<file path="config.mk">
export PLATFORM = sky130hd
export DESIGN_NAME = rtc_display_snapshot
export DESIGN_NICKNAME = d
export VERILOG_FILES = /design/src/rtl/rtc_disp_pkg.sv /design/src/rtl/rtc_bcd_sanitize.sv /design/src/rtl/rtc_display_snapshot.sv
export SDC_FILE = /design/constraint.sdc
export NUM_CORES = 1
export LEC_CHECK = 0
export CAP_MARGIN = 25
export CORE_MARGIN = 8
export CORE_UTILIZATION = 42
export CTS_CLUSTER_SIZE = 24
export DETAILED_ROUTE_END_ITERATION = 8
export GPL_ROUTABILITY_DRIVEN = 0
export PLACE_DENSITY = 0.64
export SYNTH_ARGS = -nofsm -noshare
export SYNTH_HDL_FRONTEND = slang
export SYNTH_SLANG_ARGS = --single-unit
</file>
<file path="constraint.sdc">
create_clock -name i_clk -period 3.5 [get_ports i_clk]
set_clock_uncertainty 0.1 [all_clocks]
set_input_delay 0.7 -clock i_clk [delete_from_list [all_inputs] [get_ports i_clk]]
set_output_delay 0.7 -clock i_clk [all_outputs]
set_load 0.02 [all_outputs]
</file>
<file path="src/rtl/rtc_disp_pkg.sv">
// Shared definitions for the RTC display snapshot block:
// register address map, register count and FSM state encodings.
package rtc_disp_pkg;

    localparam int N_REGS = 9;

    localparam logic [7:0] ADDR_DIA      = 8'h24;
    localparam logic [7:0] ADDR_MES      = 8'h25;
    localparam logic [7:0] ADDR_ANO      = 8'h26;
    localparam logic [7:0] ADDR_HORA     = 8'h23;
    localparam logic [7:0] ADDR_MINUTO   = 8'h22;
    localparam logic [7:0] ADDR_SEGUNDO  = 8'h21;
    localparam logic [7:0] ADDR_HORAT    = 8'h43;
    localparam logic [7:0] ADDR_MINUTOT  = 8'h42;
    localparam logic [7:0] ADDR_SEGUNDOT = 8'h41;

    typedef enum logic [1:0] {
        IDLE  = 2'd0,
        ISSUE = 2'd1,
        WAIT  = 2'd2,
        PEND  = 2'd3
    } state_t;

    // Shadow-bank index -> RTC register address.
    function automatic logic [7:0] reg_addr(input logic [3:0] idx);
        logic [7:0] a;
        case (idx)
            4'd0:    a = ADDR_DIA;
            4'd1:    a = ADDR_MES;
            4'd2:    a = ADDR_ANO;
            4'd3:    a = ADDR_HORA;
            4'd4:    a = ADDR_MINUTO;
            4'd5:    a = ADDR_SEGUNDO;
            4'd6:    a = ADDR_HORAT;
            4'd7:    a = ADDR_MINUTOT;
            default: a = ADDR_SEGUNDOT;
        endcase
        return a;
    endfunction

endpackage

</file>
<file path="src/rtl/rtc_bcd_sanitize.sv">
// Combinational BCD sanitizer: any nibble above 9 becomes 4'hF (blank).
// Ports: i_data (raw byte), o_data (sanitized byte), o_err (a nibble was bad).
module rtc_bcd_sanitize (
    input  logic [7:0] i_data,
    output logic [7:0] o_data,
    output logic       o_err
);

    logic w_hi_bad;
    logic w_lo_bad;

    assign w_hi_bad = (i_data[7:4] > 4'd9);
    assign w_lo_bad = (i_data[3:0] > 4'd9);

    assign o_data[7:4] = w_hi_bad ? 4'hF : i_data[7:4];
    assign o_data[3:0] = w_lo_bad ? 4'hF : i_data[3:0];
    assign o_err       = w_hi_bad | w_lo_bad;

endmodule

</file>
<file path="src/rtl/rtc_display_snapshot.sv">
// Periodically scans 9 RTC registers into a shadow bank and commits the bank
// to the renderer BCD outputs only at frame start (VS falling edge).
// Also latches the alarm indicator. Optional macro ALARM_BLINK_EN makes the
// indicator blink every BLINK_FRAMES frames while latched.
// Ports: i_clk, i_rst (sync, active-high); read handshake o_rd_req/o_rd_addr/
// i_rd_ack/i_rd_data; i_vs (active-low vsync); i_alarm_irq/i_alarm_clr;
// o_*_t committed BCD bytes; o_alarma; o_snap_valid; o_bcd_err; o_rd_to_err.
module rtc_display_snapshot
    import rtc_disp_pkg::*;
#(
    parameter int SCAN_DIV = 1_000_000,
    parameter int TIMEOUT  = 16
`ifdef ALARM_BLINK_EN
    , parameter int BLINK_FRAMES = 30
`endif
) (
    input  logic       i_clk,
    input  logic       i_rst,
    output logic       o_rd_req,
    output logic [7:0] o_rd_addr,
    input  logic       i_rd_ack,
    input  logic [7:0] i_rd_data,
    input  logic       i_vs,
    input  logic       i_alarm_irq,
    input  logic       i_alarm_clr,
    output logic [7:0] o_dia_t,
    output logic [7:0] o_mes_t,
    output logic [7:0] o_ano_t,
    output logic [7:0] o_hora_t,
    output logic [7:0] o_minuto_t,
    output logic [7:0] o_segundo_t,
    output logic [7:0] o_horat_t,
    output logic [7:0] o_minutot_t,
    output logic [7:0] o_segundot_t,
    output logic       o_alarma,
    output logic       o_snap_valid,
    output logic       o_bcd_err,
    output logic       o_rd_to_err
);

    localparam int SW = (SCAN_DIV > 1) ? $clog2(SCAN_DIV) : 1;
    localparam logic [SW-1:0] SCAN_LAST = SW'(SCAN_DIV - 1);
    localparam int TW = $clog2(TIMEOUT + 1);
    localparam logic [TW-1:0] TO_LAST = TW'(TIMEOUT - 1);
    localparam logic [3:0] IDX_LAST = 4'(N_REGS - 1);

    state_t          r_state;
    logic [SW-1:0]   r_scan_cnt;
    logic [TW-1:0]   r_to_cnt;
    logic [3:0]      r_idx;
    logic [7:0]      r_shadow [N_REGS];
    logic [7:0]      r_out    [N_REGS];
    logic            r_rd_req;
    logic [7:0]      r_rd_addr;
    logic            r_vs_q;
    logic            r_snap_valid;
    logic            r_bcd_err;
    logic            r_rd_to_err;
    logic            r_alarm;

    logic            w_tick;
    logic            w_vs_fall;
    logic [7:0]      w_san_data;
    logic            w_san_err;

    rtc_bcd_sanitize u_san (
        .i_data (i_rd_data),
        .o_data (w_san_data),
        .o_err  (w_san_err)
    );

    assign w_tick    = (r_scan_cnt == SCAN_LAST);
    assign w_vs_fall = r_vs_q & ~i_vs;

    always_ff @(posedge i_clk) begin
        if (i_rst) begin
            r_scan_cnt <= '0;
        end else if (w_tick) begin
            r_scan_cnt <= '0;
        end else begin
            r_scan_cnt <= r_scan_cnt + SW'(1);
        end
    end

    always_ff @(posedge i_clk) begin
        if (i_rst) begin
            r_vs_q <= 1'b0;
        end else begin
            r_vs_q <= i_vs;
        end
    end

    // Scan FSM. Ticks outside IDLE are simply not looked at (dropped).
    // The last ACK moves to PEND without checking VS, so a frame start on
    // that same edge never commits.
    always_ff @(posedge i_clk) begin
        if (i_rst) begin
            r_state      <= IDLE;
            r_idx        <= '0;
            r_to_cnt     <= '0;
            r_rd_req     <= 1'b0;
            r_rd_addr    <= '0;
            r_snap_valid <= 1'b0;
            r_bcd_err    <= 1'b0;
            r_rd_to_err  <= 1'b0;
            for (int i = 0; i < N_REGS; i++) begin
                r_shadow[i] <= '0;
                r_out[i]    <= '0;
            end
        end else begin
            unique case (r_state)
                IDLE: begin
                    if (w_tick) begin
                        r_state <= ISSUE;
                    end
                end
                ISSUE: begin
                    r_rd_req  <= 1'b1;
                    r_rd_addr <= reg_addr(r_idx);
                    r_to_cnt  <= '0;
                    r_state   <= WAIT;
                end
                WAIT: begin
                    if (i_rd_ack) begin
                        r_rd_req        <= 1'b0;
                        r_shadow[r_idx] <= w_san_data;
                        if (w_san_err) begin
                            r_bcd_err <= 1'b1;
                        end
                        if (r_idx == IDX_LAST) begin
                            r_idx   <= '0;
                            r_state <= PEND;
                        end else begin
                            r_idx   <= r_idx + 4'd1;
                            r_state <= ISSUE;
                        end
                    end else if (r_to_cnt == TO_LAST) begin
                        r_rd_req    <= 1'b0;
                        r_rd_to_err <= 1'b1;
                        r_idx       <= '0;
                        r_state     <= IDLE;
                    end else begin
                        r_to_cnt <= r_to_cnt + TW'(1);
                    end
                end
                PEND: begin
                    if (w_vs_fall) begin
                        for (int i = 0; i < N_REGS; i++) begin
                            r_out[i] <= r_shadow[i];
                        end
                        r_snap_valid <= 1'b1;
                        r_idx        <= '0;
                        r_state      <= IDLE;
                    end
                end
                default: r_state <= IDLE;
            endcase
        end
    end

    // Set has priority over clear.
    always_ff @(posedge i_clk) begin
        if (i_rst) begin
            r_alarm <= 1'b0;
        end else if (i_alarm_irq) begin
            r_alarm <= 1'b1;
        end else if (i_alarm_clr) begin
            r_alarm <= 1'b0;
        end
    end

`ifdef ALARM_BLINK_EN
    localparam int BW = $clog2(BLINK_FRAMES + 1);
    localparam logic [BW-1:0] BLINK_LAST = BW'(BLINK_FRAMES - 1);

    logic [BW-1:0] r_frame_cnt;
    logic          r_phase;

    // Phase restarts "on" at every set and is held off while clear.
    always_ff @(posedge i_clk) begin
        if (i_rst) begin
            r_frame_cnt <= '0;
            r_phase     <= 1'b0;
        end else if (i_alarm_irq) begin
            r_frame_cnt <= '0;
            r_phase     <= 1'b1;
        end else if (i_alarm_clr) begin
            r_frame_cnt <= '0;
            r_phase     <= 1'b0;
        end else if (r_alarm && w_vs_fall) begin
            if (r_frame_cnt == BLINK_LAST) begin
                r_frame_cnt <= '0;
                r_phase     <= ~r_phase;
            end else begin
                r_frame_cnt <= r_frame_cnt + BW'(1);
            end
        end
    end

    assign o_alarma = r_alarm & r_phase;
`else
    assign o_alarma = r_alarm;
`endif

    assign o_rd_req     = r_rd_req;
    assign o_rd_addr    = r_rd_addr;
    assign o_snap_valid = r_snap_valid;
    assign o_bcd_err    = r_bcd_err;
    assign o_rd_to_err  = r_rd_to_err;

    assign o_dia_t      = r_out[0];
    assign o_mes_t      = r_out[1];
    assign o_ano_t      = r_out[2];
    assign o_hora_t     = r_out[3];
    assign o_minuto_t   = r_out[4];
    assign o_segundo_t  = r_out[5];
    assign o_horat_t    = r_out[6];
    assign o_minutot_t  = r_out[7];
    assign o_segundot_t = r_out[8];

endmodule
</file>
==> Word-level counts from Yosys, hierarchy flattened <==
Memory sizes are Yosys's and may differ from the RTL's. A register that Yosys moved wholly into a read port is not among the register bits.
Cells that the tools add are included.
{ "op_classes": {"addsub": 3, "muxes": 46, "div": 0, "eq_ne": 11, "magnitude_cmp": 2, "shifts": 0, "n_bitwise": 13, "n_mul": 0, "reduce_logical": 13} }
{ "ops": {"columns": ["op", "count"], "rows": [
  ["$mux 8", 11],
  ["$mux 4", 7],
  ["$add 20x1->20 const B", 1],
  ["$eq 20x20->1 const B", 1],
  ["$mux 1", 15],
  ["$reduce_and 3->1", 5],
  ["$mux 2", 5],
  ["$mux 5", 2],
  ["$or 1x1->1", 10],
  ["$pmux 5 s2", 1],
  ["$gt 4x4->1 const B", 2],
  ["$ne 2x2->1 const B", 4],
  ["$pmux 2 s4", 1],
  ["$pmux 4 s2", 1],
  ["$reduce_or 8->1", 1],
  ["$mux 3", 2],
  ["$reduce_bool 2->1", 3],
  ["$add 5x1->5 const B", 1],
  ["$eq 5x4->1 const B", 1],
  ["$add 4x1->4 const B", 1],
  ["$eq 2x2->1 const B", 2],
  ["$eq 4x4->1 const B", 1],
  ["$reduce_and 2->1", 2],
  ["$ne 3x3->1 const B", 1],
  ["6 further kinds", 7]
]} }
{ "totals": {"romBits": 40, "latch_bits": 0, "n_memories": 3, "mem_bits_rw": 144, "reg_bits": 45, "elab_cells": 102} }
{ "mem_list": {"columns": ["memory", "depth", "width", "read_ports", "rd_ports_with_merged_regs", "wr", "line_no", "text"], "rows": [
  ["r_out", 9, 8, 9, 0, 9, "rtc_display_snapshot.sv:52", "logic [7:0] r_out [N_REGS];"],
  ["r_shadow", 9, 8, 9, 0, 9, "rtc_display_snapshot.sv:51", "logic [7:0] r_shadow [N_REGS];"],
  ["(no name shown)", 8, 5, 1, 1, 0, "rtc_disp_pkg.sv:27", "case (idx)"]
]} }

==> Logic depth before layout (Yosys ltp) <==
Gate-level depths: netlist (run 1).
{ "depth": {"depth_word": 7, "mapped_depth": 10, "ltp_nobuf": 10} }

==> Cells and area by module <==
Synthesis (run 1) repeated with hierarchy kept, for this count alone.
{ "unflattened": {"cells_unflattened": 593, "area_unflattened_um2": 7661.1} }
{ "by_module_without_submodules": {"columns": ["module", "instances", "area_per_inst_um2", "seq_area_each_um2", "cells_per_inst"], "rows": [
  ["rtc_display_snapshot", 1, 7586.0, 5265.0, 582],
  ["rtc_bcd_sanitize", 1, 75.1, 0.0, 11]
]} }

==> Worst setup path after synthesis (run 1) <==
OpenSTA, ideal clock, no wires.
{ "synth_timing": {"path_kind": "input port to flip-flop", "startpoint": "input i_rst", "endpoint": "memory r_out[0][0] (enable)", "arrival_time_ps": 2723, "cell_stages": 2, "setup_slack_ps": 235, "cell_sequence": "clkbuf_1 -> nand2b_1"} }
{ "synth_rtl": {"columns": ["element", "line_no", "text"], "rows": [
  ["start: declaration", "rtc_display_snapshot.sv:18", "input logic i_rst,"],
  ["end: declaration", "rtc_display_snapshot.sv:52", null]
]} }

==> results of run 1 <==
## registers in the layout (all words and copies together), names as in the netlist, 2 cells and up, named ones only
| register | count |
|---|---|
| r_to_cnt | 5 |
| o_rd_addr | 5 |
| r_state | 2 |
| r_out | 72 |
| r_shadow | 72 |
| r_idx | 4 |
| r_scan_cnt | 20 |
## logic make-up after synthesis
logic type / Yosys count / synth area share, %
and+or+nand+nor: 273 / 19.2
AOI/OAI and AO/OA: 55 / 4.50
muxes: 3 / 0.440
other: 1 / 0.0507
xor gates and xnor gates: 11 / 1.30
adders and majority gates: 8 / 1.35
DFF: 191 / 71.2
buffers and inverters: 35 / 1.96
## worst max-delay path: stages
cell and delay [ns]:
clkdlybuf4s50_1 0.74, nor4b_1 0.44, buf_4 0.19, nand2_1 0.18, nand2b_1 0.35
## layout make-up
class / instances / area share [%]
clock buffer: 19 / 4.69
clock inverter: 13 / 1.11
inverter: 11 / 0.447
multi-input combinational: 353 / 21.7
sequential: 191 / 57.0
tap: 225 / 3.05
timing repair buffer: 112 / 12.0
## worst paths after layout
check | start | to | slack, ns | cells after the start
setup / recovery | i_rst | r_shadow[7][3]$_SDFFCE_PN0P_ | 0.89 | 5
hold / removal | r_scan_cnt[0]$_SDFF_PP0_ | r_scan_cnt[0]$_SDFF_PP0_ | 0.35 | 1
setup reg to reg | r_to_cnt[0]$_SDFFE_PP0P_ | flop | 0.91 | 10
hold reg to reg | r_scan_cnt[0]$_SDFF_PP0_ | r_scan_cnt[0]$_SDFF_PP0_ | 0.35 | 1
## metrics by stage
step / setup WS, ns / util (%) / instance area, um^2
final: 0.890 / 53.6 / 9230
after global routing: 0.689 / 53.6 / 9230
after CTS: 0.910 / 53.6 / 9230
after detailed placement: 0.486 / 50.5 / 8700
after global placement: 0.525 / 50.3 / 8680
after floorplan: 0.235 / - / 7400
## routing by layer
| metal | vias to the layer above | share of wire, % | global-route usage [%] |
|---|---|---|---|
| li1 | 2233 | - | - |
| met1 | 2107 | 45 | 16.6 |
| met2 | 134 | 46 | 21.4 |
| met3 | 14 | 7.5 | 4.50 |
| met4 | 0 | 1.3 | 4.33 |
| met5 | - | 0 | 0 |
## synth_stat cells, types with 8 or more instances
cell type / number / area (um^2)
edfxtp_1: 144 / 4320
nor2_1: 104 / 390
and2_1: 74 / 463
dfxtp_1: 47 / 941
a21oi_1: 30 / 150
nand2_1: 23 / 86.3
clkbuf_1: 19 / 71.3
nand2b_1: 16 / 100
inv_1: 9 / 33.8
nand3_1: 9 / 45.0
o21ai_0: 9 / 45.0
ha_1: 8 / 100
xor2_1: 8 / 70.1
## power groups by stage
stage / Clock, W / Combinational [W] / Sequential [W]
floorplan: 0 / 0.0000644 / 0.00259
CTS: 0.00179 / 0.000222 / 0.00251
global placement: 0 / 0.000217 / 0.00256
detailed placement: 0 / 0.000221 / 0.00256
global route: 0.00187 / 0.000233 / 0.00251
finish: 0.00175 / 0.000219 / 0.00250
==> results.md, run 1 <==
* Final worst path period share at between 70% and 80%
* P_sw at around 0.00098 W
* Number of global-route vias before repair at roughly 4500
* Cts hold-fix bufs at 0
* GRT Total Usage at 13.3%
* Total number of vias at around 4500
* P per Cell Area at just under 500 nW/um^2
* FP Rows at 48
* Residual DRC count at 0
* Ports at 99
* Clk pwr share at around 39%
* HPWL reported at the end of detailed placement at slightly above 10 mm
* Sw Ratio at 21.9%
* Yosys warns at 0
* Setup CP Type: input pin to flop
* WHS at roughly 0.35 ns
* Fraction of synthesis flops using an asynchronous set or reset pin at 0%
* Worst-path clk slew at roughly 0.07 ns
* Seq/Total Area, Yosys at between 70% and 80%
* Final setup fails at 0
* Setup Fix Bufs, Post-CTS at 0
* Lkg Pwr at 3.35 nW
* Setup crit end kind: flop
* Commonest non-fill, non-tap cell in the layout: edfxtp_1
* Sequential power share at a little under three fifths
* Die area at between 20000 and 25000 um^2
* Number of synthesized register bits at between 150 and 200
* Die H at between 100 and 150 um
* Internal power at approximately 0.0035 W
* Layout cells sized above 1 at roughly 8%
* Detail Route Antenna Nets at 0
* Endpoints failing hold at 0
* Max_cap viols at 0
* Die width at roughly 150 um
* Arrival time worst endpoint at between 2 and 3 ns
* Layout area overhead at 24.9%
* Post-synth cell types at between 40 and 50
* CTS tree: built
* FILL cells at 1443
* IO Port Bufs at 95
* Worst EP required at about 3.5 ns
* Critical path startpoint category: input pin
* RSZ-0062 raised after global routing: false
* Final Non-Filler Cells at 924
* CP max FO at 13
* Maximum buffer depth of the clock tree at 2
* Logic pwr share at 4.9%
* Violation count after the first detailed-route iteration at 270
* Status: finished clean
* Sequential cell area at roughly 5300 um^2
* Actual slew at the worst max-slew pin at between 0.6 and 0.7 ns
* Setup_tns at 0 ns
* Max Fclk at 0.383 GHz
* Commonest non-fill, non-tap cells in the layout: edfxtp_1 (144), nor2_1 (103), clkdlybuf4s50_1 (95), and2_1 (74), dfxtp_1 (47)
* Hold crit path type: flop to flop
* Root Driver: clkbuf_16
* Antenna cells at 0
* Cell count after synthesis at ~580
* Period minus WS final at ~2.6 ns
* Max-slew violation count at 0
* First-pass GRT wire length at 23.0 mm
* Routed WL at between 10 and 15 mm
* Htree depth at 4
* Nets@finish at 708
* Multi-input logic area at 2010 um^2
* 1st-pass router iterations at 4
* Placed insts at slightly below 900
* Final Power at ~0.0045 W
* Slew margin rel. at 55.9%
* Peak supply drop at between 0.0003 and 0.0004 V
* Clk_lat worst skew at 0.43 ns
* Initial antenna violation count at 0
* Core footprint at ~17000 um^2
* WL/cell at 15.8 um
* CTS buffer count at 17
* Post-cts resize count at 0
* Pin count of the biggest net entering global routing at 60
* Mapped Area at 7390 um^2
* Synth Flop Type: edfxtp_1
* Clock Sink Count at around 190
* Initial Util at between 40% and 50%
* Syn Area/Cell at 12.8 um^2
* DR vias/cell at between 4 and 5
* Post-synth EDFFs at ~140
* Total grt overflow at 0
(Power assumes the default switching activity.)
==> inputs of run 2 (changes only) <==
--- a/config.mk
+++ b/config.mk
@@ -11,7 +11,7 @@
 export CTS_CLUSTER_SIZE = 24
 export DETAILED_ROUTE_END_ITERATION = 8
 export GPL_ROUTABILITY_DRIVEN = 0
-export PLACE_DENSITY = 0.64
+export PLACE_DENSITY = 0.66
 export SYNTH_ARGS = -nofsm -noshare
 export SYNTH_HDL_FRONTEND = slang
 export SYNTH_SLANG_ARGS = --single-unit
==> constraint.sdc (replaced) <==
create_clock -name i_clk -period 2.4 [get_ports i_clk]
set_clock_uncertainty 0.1 [all_clocks]
set_input_delay 0.48 -clock i_clk [delete_from_list [all_inputs] [get_ports i_clk]]
set_output_delay 0.48 -clock i_clk [all_outputs]
set_load 0.02 [all_outputs]
==> run 2 against run 1 <==
  * Critical path depth rose by 5
  * Global-route usage fell by 0.073 points
  * Sequential cell count did not move
  * First-iteration DRC count rose by 21%
==> results.md, run 2 (synthesized netlist as in run 1, its figures left out) <==
* Peak supply drop at 0.000488 V (+44%)
* Final worst slack at 0.0732 ns (-0.817 ns)
* Hold crit path type: flop to flop
* Commonest non-fill, non-tap cell in the layout: edfxtp_1
* Layout cells sized above 1 at 11.5% (+3.5 points)
* WHS at 0.345 ns (+0.000191 ns)
* Placed insts at 906 (+1.6%)
* Initial Util at 42.9% (unchanged)
* CP max FO at 6 (-7)
* Total grt overflow at 0 (unchanged)
* Worst path slowest cell: dfxtp_1
* Htree depth at 4 (unchanged)
* First-pass GRT wire length at 23.2 mm (+0.69%)
* Residual DRC count at 0 (unchanged)
* Initial antenna violation count at 0 (unchanged)
* Delay-heaviest family, CP: compound AO/OA/AOI/OAI gates
* Hold Path Stages at 1 (unchanged)
* Violation count after the first detailed-route iteration at 328 (+21%)
* Nets@finish at 723 (+2.1%)
* Max_cap viols at 0 (unchanged)
* Worst-path clk slew at 0.07 ns (about the same)
* Total number of vias at 4572 (+1.9%)
* Sequential power share at 54.6% (-1.4 points)
* Actual slew at the worst max-slew pin at 0.517 ns (-0.136 ns)
* DR vias/cell at 4.87 (+0.24%)
* Layout area overhead at 27.9%
* Root Driver: clkbuf_16
* CTS buffer count at 17 (unchanged)
* Crit path buffers/inverters at 0 (-2)
* Pin count of the biggest net entering global routing at 73 (+22%)
* Ports at 99 (unchanged)
* CTS tree: built
* Worst EP required at 2.59 ns (-0.90 ns)
* Lkg Pwr at 3.44 nW (+2.8%)
* Max-slew violation count at 0 (unchanged)
* IO Port Bufs at 95 (unchanged)
* Endpoints failing hold at 0 (unchanged)
* Final worst path period share at 97.0%
* Clock Sink Count at 191 (unchanged)
* Slew margin rel. at 65.5% (+9.6 points)
* Arrival time worst endpoint at 2.52 ns (-0.08 ns)
* Cells along the critical path: ha_1 > and3_1 > ha_4 > o31ai_2 > a21o_1 > nand2_2 > a21oi_2 > ha_1 > a21oi_2 > a311oi_2
* Leading registers by flop count: r_out x72, r_shadow x72, r_scan_cnt x20
* Pre-CTS setup slack at -0.0975 ns (-0.584 ns)
* Sw Ratio at 21.9% (+0.069 points)
* 1st-pass router iterations at 5 (+1)
* Commonest non-fill, non-tap cells in the layout: edfxtp_1 (144), nor2_1 (103), clkdlybuf4s50_1 (95), and2_1 (74), dfxtp_1 (47)
* WP depth at 10 (+5)
* CP max stage delay at 0.34 ns (-0.40 ns)
* Clk_lat worst skew at 0.43 ns (about the same)
* Setup crit end kind: flop
* R2R depth at 10 (unchanged)
* GRT Total Usage at 13.3% (-0.073 points)
* Die width at 149 um (unchanged)
* Die area at 22100 um^2 (unchanged)
* HPWL reported at the end of detailed placement at 10.3 mm (+0.35%)
* Final core utilization at 54.8% (+1.3 points)
* Final setup fails at 0 (unchanged)
* Antenna cells at 0 (unchanged)
* Max Fclk at 0.430 GHz
* Final Power at 0.00669 W (+50%)
* Critical path startpoint category: flop
* Number of global-route vias before repair at 4594 (+3.2%)
* Clk pwr share at 40.5% (+1.4 points)
* P per Cell Area at 708 nW/um^2 (+46%)
* Routed WL at 14.7 mm (+0.44%)
* FP Rows at 48 (unchanged)
* Status: finished clean
* Internal power at 0.00522 W (+49%)
* Core footprint at 17200 um^2 (unchanged)
* Maximum buffer depth of the clock tree at 2 (unchanged)
* Setup CP Type: flop to flop
* P_sw at 0.00147 W (+50%)
* Final Non-Filler Cells at 939 (+1.6%)
* Logic pwr share at 4.9% (about the same)
* Period minus WS final at about 2.3 ns
* WL/cell at 15.6 um (-1.2%)
* Detail Route Antenna Nets at 0 (unchanged)
* Die H at 149 um (unchanged)
## run 2: cell count changes in the layout (fill, tap and decap cells not counted), moves of 2 or more
cell and delta:
clkbuf_1 -2, buf_12 +2, a21oi_2 +3, buf_4 +13
a21oi_1 -3
## run 2: metrics by stage
stage               instance area (um^2)  setup TNS, ns
global route                        9450        -0.0301
detailed placement                  8830          -3.28
global placement                    8830         -0.898
floorplan                           7410              0
finish                              9450              0
CTS                                 9410              0
## run 2: power groups by stage
| stage | Sequential [W] | Clock (W) | Combinational, W |
|---|---|---|---|
| floorplan | 0.00378 | 0 | 0.0000942 |
| detailed placement | 0.00373 | 0 | 0.000331 |
| CTS | 0.00365 | 0.00275 | 0.000332 |
| global placement | 0.00372 | 0 | 0.000327 |
| finish | 0.00365 | 0.00271 | 0.000328 |
| global route | 0.00366 | 0.00290 | 0.000349 |
## run 2: path summary, 6_finish.rpt
check                                         startpoint                       end  slack [ns]
worst min-delay path            r_scan_cnt[0]$_SDFF_PP0_  r_scan_cnt[0]$_SDFF_PP0_        0.35
worst max register to register  r_to_cnt[0]$_SDFFE_PP0P_                      flop        0.07
worst max-delay path            r_to_cnt[0]$_SDFFE_PP0P_                      flop        0.07
worst min register to register  r_scan_cnt[0]$_SDFF_PP0_  r_scan_cnt[0]$_SDFF_PP0_        0.35
## run 2: final cells by class
| type | instances | area [um^2] |
|---|---|---|
| Clock buffer | 17 | 425 |
| Multi-Input combinational cell | 353 | 2040 |
| Inverter | 11 | 41.3 |
| Tap cell | 225 | 282 |
| Sequential cell | 191 | 5270 |
| Fill cell | 1406 | 7780 |
| Clock inverter | 15 | 154 |
| Timing Repair Buffer | 127 | 1240 |
## run 2: timing repair
item,CTS,global route
hold buffers,0,0
setup endpoints to repair,0,1
gates resized for setup,0,8
setup buffers,0,1
## run 2: layer usage
metal | vias to the layer above | wire [um] | global-route usage, %
li1 | 2267 | - | -
met1 | 2158 | 6210 | 15.7
met2 | 138 | 7220 | 22.1
met3 | 9 | 1150 | 4.31
met4 | 0 | 109 | 4.79
met5 | - | 0 | 0
==> inputs of run 3 (changes only) <==
--- a/config.mk
+++ b/config.mk
@@ -11,7 +11,8 @@
 export CTS_CLUSTER_SIZE = 24
 export DETAILED_ROUTE_END_ITERATION = 8
 export GPL_ROUTABILITY_DRIVEN = 0
-export PLACE_DENSITY = 0.66
+export PLACE_DENSITY = 0.64
+export SLEW_MARGIN = 20
 export SYNTH_ARGS = -nofsm -noshare
 export SYNTH_HDL_FRONTEND = slang
 export SYNTH_SLANG_ARGS = --single-unit
==> constraint.sdc (replaced) <==
create_clock -name i_clk -period 2.3 [get_ports i_clk]
set_clock_uncertainty 0.1 [all_clocks]
set_input_delay 0.46 -clock i_clk [delete_from_list [all_inputs] [get_ports i_clk]]
set_output_delay 0.46 -clock i_clk [all_outputs]
set_load 0.02 [all_outputs]
==> run 3 against run 2 <==
  * Non-clock buffer count up 10
  * First-iteration DRC count down 15%
  * Fmax up 6.7%
  * Combinational power up 9.8%
  * Largest power group unchanged
==> results.md, run 3 (synthesized netlist as in run 1, its figures left out) <==
* Routed WL at 14.6 mm (-0.54%)
* P per Cell Area at 729 nW/um^2 (+3.0%)
* Peak supply drop at 0.000489 V (+0.16%)
* First-pass GRT wire length at 23.0 mm (-0.57%)
* Die width at 149 um (unchanged)
* Number of global-route vias before repair at 4443 (-3.3%)
* CTS buffer count at 17 (unchanged)
* Total grt overflow at 0 (unchanged)
* Commonest non-fill, non-tap cell in the layout: edfxtp_1
* Worst R2R Start: r_to_cnt[0]$_SDFFE_PP0P_
* GRT Total Usage at 13.4% (+0.14 points)
* Final core utilization at 55.6% (+0.78 points)
* R2r setup slk at 0.12 ns (+0.05 ns)
* Commonest non-fill, non-tap cells in the layout: edfxtp_1 (144), nor2_1 (103), clkdlybuf4s50_1 (95), and2_1 (74), dfxtp_1 (45)
* Critical path startpoint category: flop
* Residual DRC count at 0 (unchanged)
* Violation count after the first detailed-route iteration at 278 (-15%)
* FP Rows at 48 (unchanged)
* Placed insts at 916 (+1.1%)
* Layout area overhead at 29.7%
* DR vias/cell at 4.78 (-1.9%)
* R2R depth at 10 (unchanged)
* 1st-pass router iterations at 4 (-1)
* Final Non-Filler Cells at 949 (+1.1%)
* Pin count of the biggest net entering global routing at 41 (-44%)
* Antenna cells at 0 (unchanged)
* Final Power at 0.00699 W (+4.5%)
* Hold crit path type: flop to flop
* Max Fclk at 0.458 GHz (+6.7%)
* Initial Util at 42.9% (unchanged)
* Endpoints failing hold at 0 (unchanged)
* HPWL reported at the end of detailed placement at 10.3 mm (-0.78%)
* Min-delay src: r_scan_cnt[0]$_SDFF_PP0_
* Clock Sink Count at 191 (unchanged)
* Setup CP Type: flop to flop
* Status: finished clean
* IO Port Bufs at 95 (unchanged)
* Max_cap viols at 0 (unchanged)
* FILL cells at 1380 (-1.8%)
* Max-slew violation count at 0 (unchanged)
* Htree depth at 4 (unchanged)
* Final setup fails at 0 (unchanged)
* Lkg Pwr at 3.50 nW (+1.8%)
* Period minus WS final at 2.18 ns (-0.145 ns)
* CTS tree: built
* Arrival time worst endpoint at 2.38 ns (-0.14 ns)
* Core footprint at 17200 um^2 (unchanged)
* Leading registers by flop count: r_out x72, r_shadow x72, r_scan_cnt x20
* Detail Route Antenna Nets at 0 (unchanged)
* Die area at 22100 um^2 (unchanged)
* WL/cell at 15.4 um (-1.6%)
* Worst EP required at 2.50 ns (-0.09 ns)
* Worst-path clk slew at 0.07 ns (about the same)
* Ports at 99 (unchanged)
* CP max FO at 4 (-2)
* Setup crit end kind: flop
* Nets@finish at 733 (+1.4%)
* Total number of vias at 4534 (-0.83%)
* Root Driver: clkbuf_16
* Layout cells sized above 1 at 12.7% (+1.2 points)
* Die H at 149 um (unchanged)
* Hold Path Stages at 1 (unchanged)
* Final worst path period share at 94.8% (-2.1 points)
* Maximum buffer depth of the clock tree at 2 (unchanged)
* Initial antenna violation count at 0 (unchanged)
* Clk_lat worst skew at 0.43 ns (about the same)
* Hold EP: r_scan_cnt[0]$_SDFF_PP0_
run 3: cell count changes in the layout (fill, tap and decap cells not counted), sizes merged:
cell / before / now
buf: 32 / 42
clkinvlp: 3 / 4
bufinv: 1 / 2
inv: 15 / 12
clkbuf: 17 / 18
run 3: area by class of cell:
cell class,count,area (um^2),share of cell area (%)
sequential,191,5270,54.9
inverter,11,41.3,0.431
clock inverter,14,141,1.47
timing repair buffer,137,1380,14.4
clock buffer,18,429,4.48
multi-input combinational,353,2050,21.4
tap,225,282,2.94
run 3: per-layer routing:
metal | vias up | global-route usage [%] | routed length, um
met5 | - | 0 | 0
met4 | 0 | 5.35 | 258
met3 | 22 | 4.41 | 1160
met2 | 128 | 22.3 | 7040
met1 | 2102 | 15.7 | 6150
li1 | 2282 | - | -
run 3: report_power, final:
part           internal, W  switching (W)
registers          0.00378      0.0000262
clock network      0.00160        0.00122
logic             0.000152       0.000208
total              0.00553        0.00146
run 3: how the worst max path moves through the flow:
stage,from,end,cells after the start
floorplan,r_state[0]$_SDFFE_PP0P_,r_out[0][0]$_SDFFCE_PN0P_,3
detailed placement,i_rd_ack,r_shadow[4][6]$_SDFFCE_PN0P_,6
global placement,i_rd_ack,flop,9
global route,r_to_cnt[0]$_SDFFE_PP0P_,flop,10
finish,r_to_cnt[0]$_SDFFE_PP0P_,flop,10
CTS,r_to_cnt[0]$_SDFFE_PP0P_,flop,10
run 3: worst max-delay path: stages (launching register included):
cell,delay (ns)
dfxtp_2,0.34
ha_2,0.20
and3_1,0.18
ha_2,0.19
o31ai_2,0.17
a21o_1,0.21
nand2_2,0.10
a21oi_2,0.14
ha_1,0.25
a21oi_2,0.13
a311oi_2,0.05
run 3: timing repair:
item                       in CTS  in global routing
setup endpoints to repair       0                  3
gates resized for setup         0                 10
hold buffers                    0                  0
setup buffers                   0                  1
run 3: through the flow:
stage / setup slack (ns) / TNS [ns] / hold WS [ns] / instance area (um^2)
after floorplan: 0.0327 / 0 / 0.313 / 7420
after global placement: -0.0723 / -0.662 / 0.324 / 8980
after detailed placement: -0.115 / -2.15 / 0.345 / 8980
after CTS: 0.00805 / 0 / 0.353 / 9550
after global routing: -0.0195 / -0.0195 / 0.365 / 9590
final: 0.119 / 0 / 0.346 / 9590
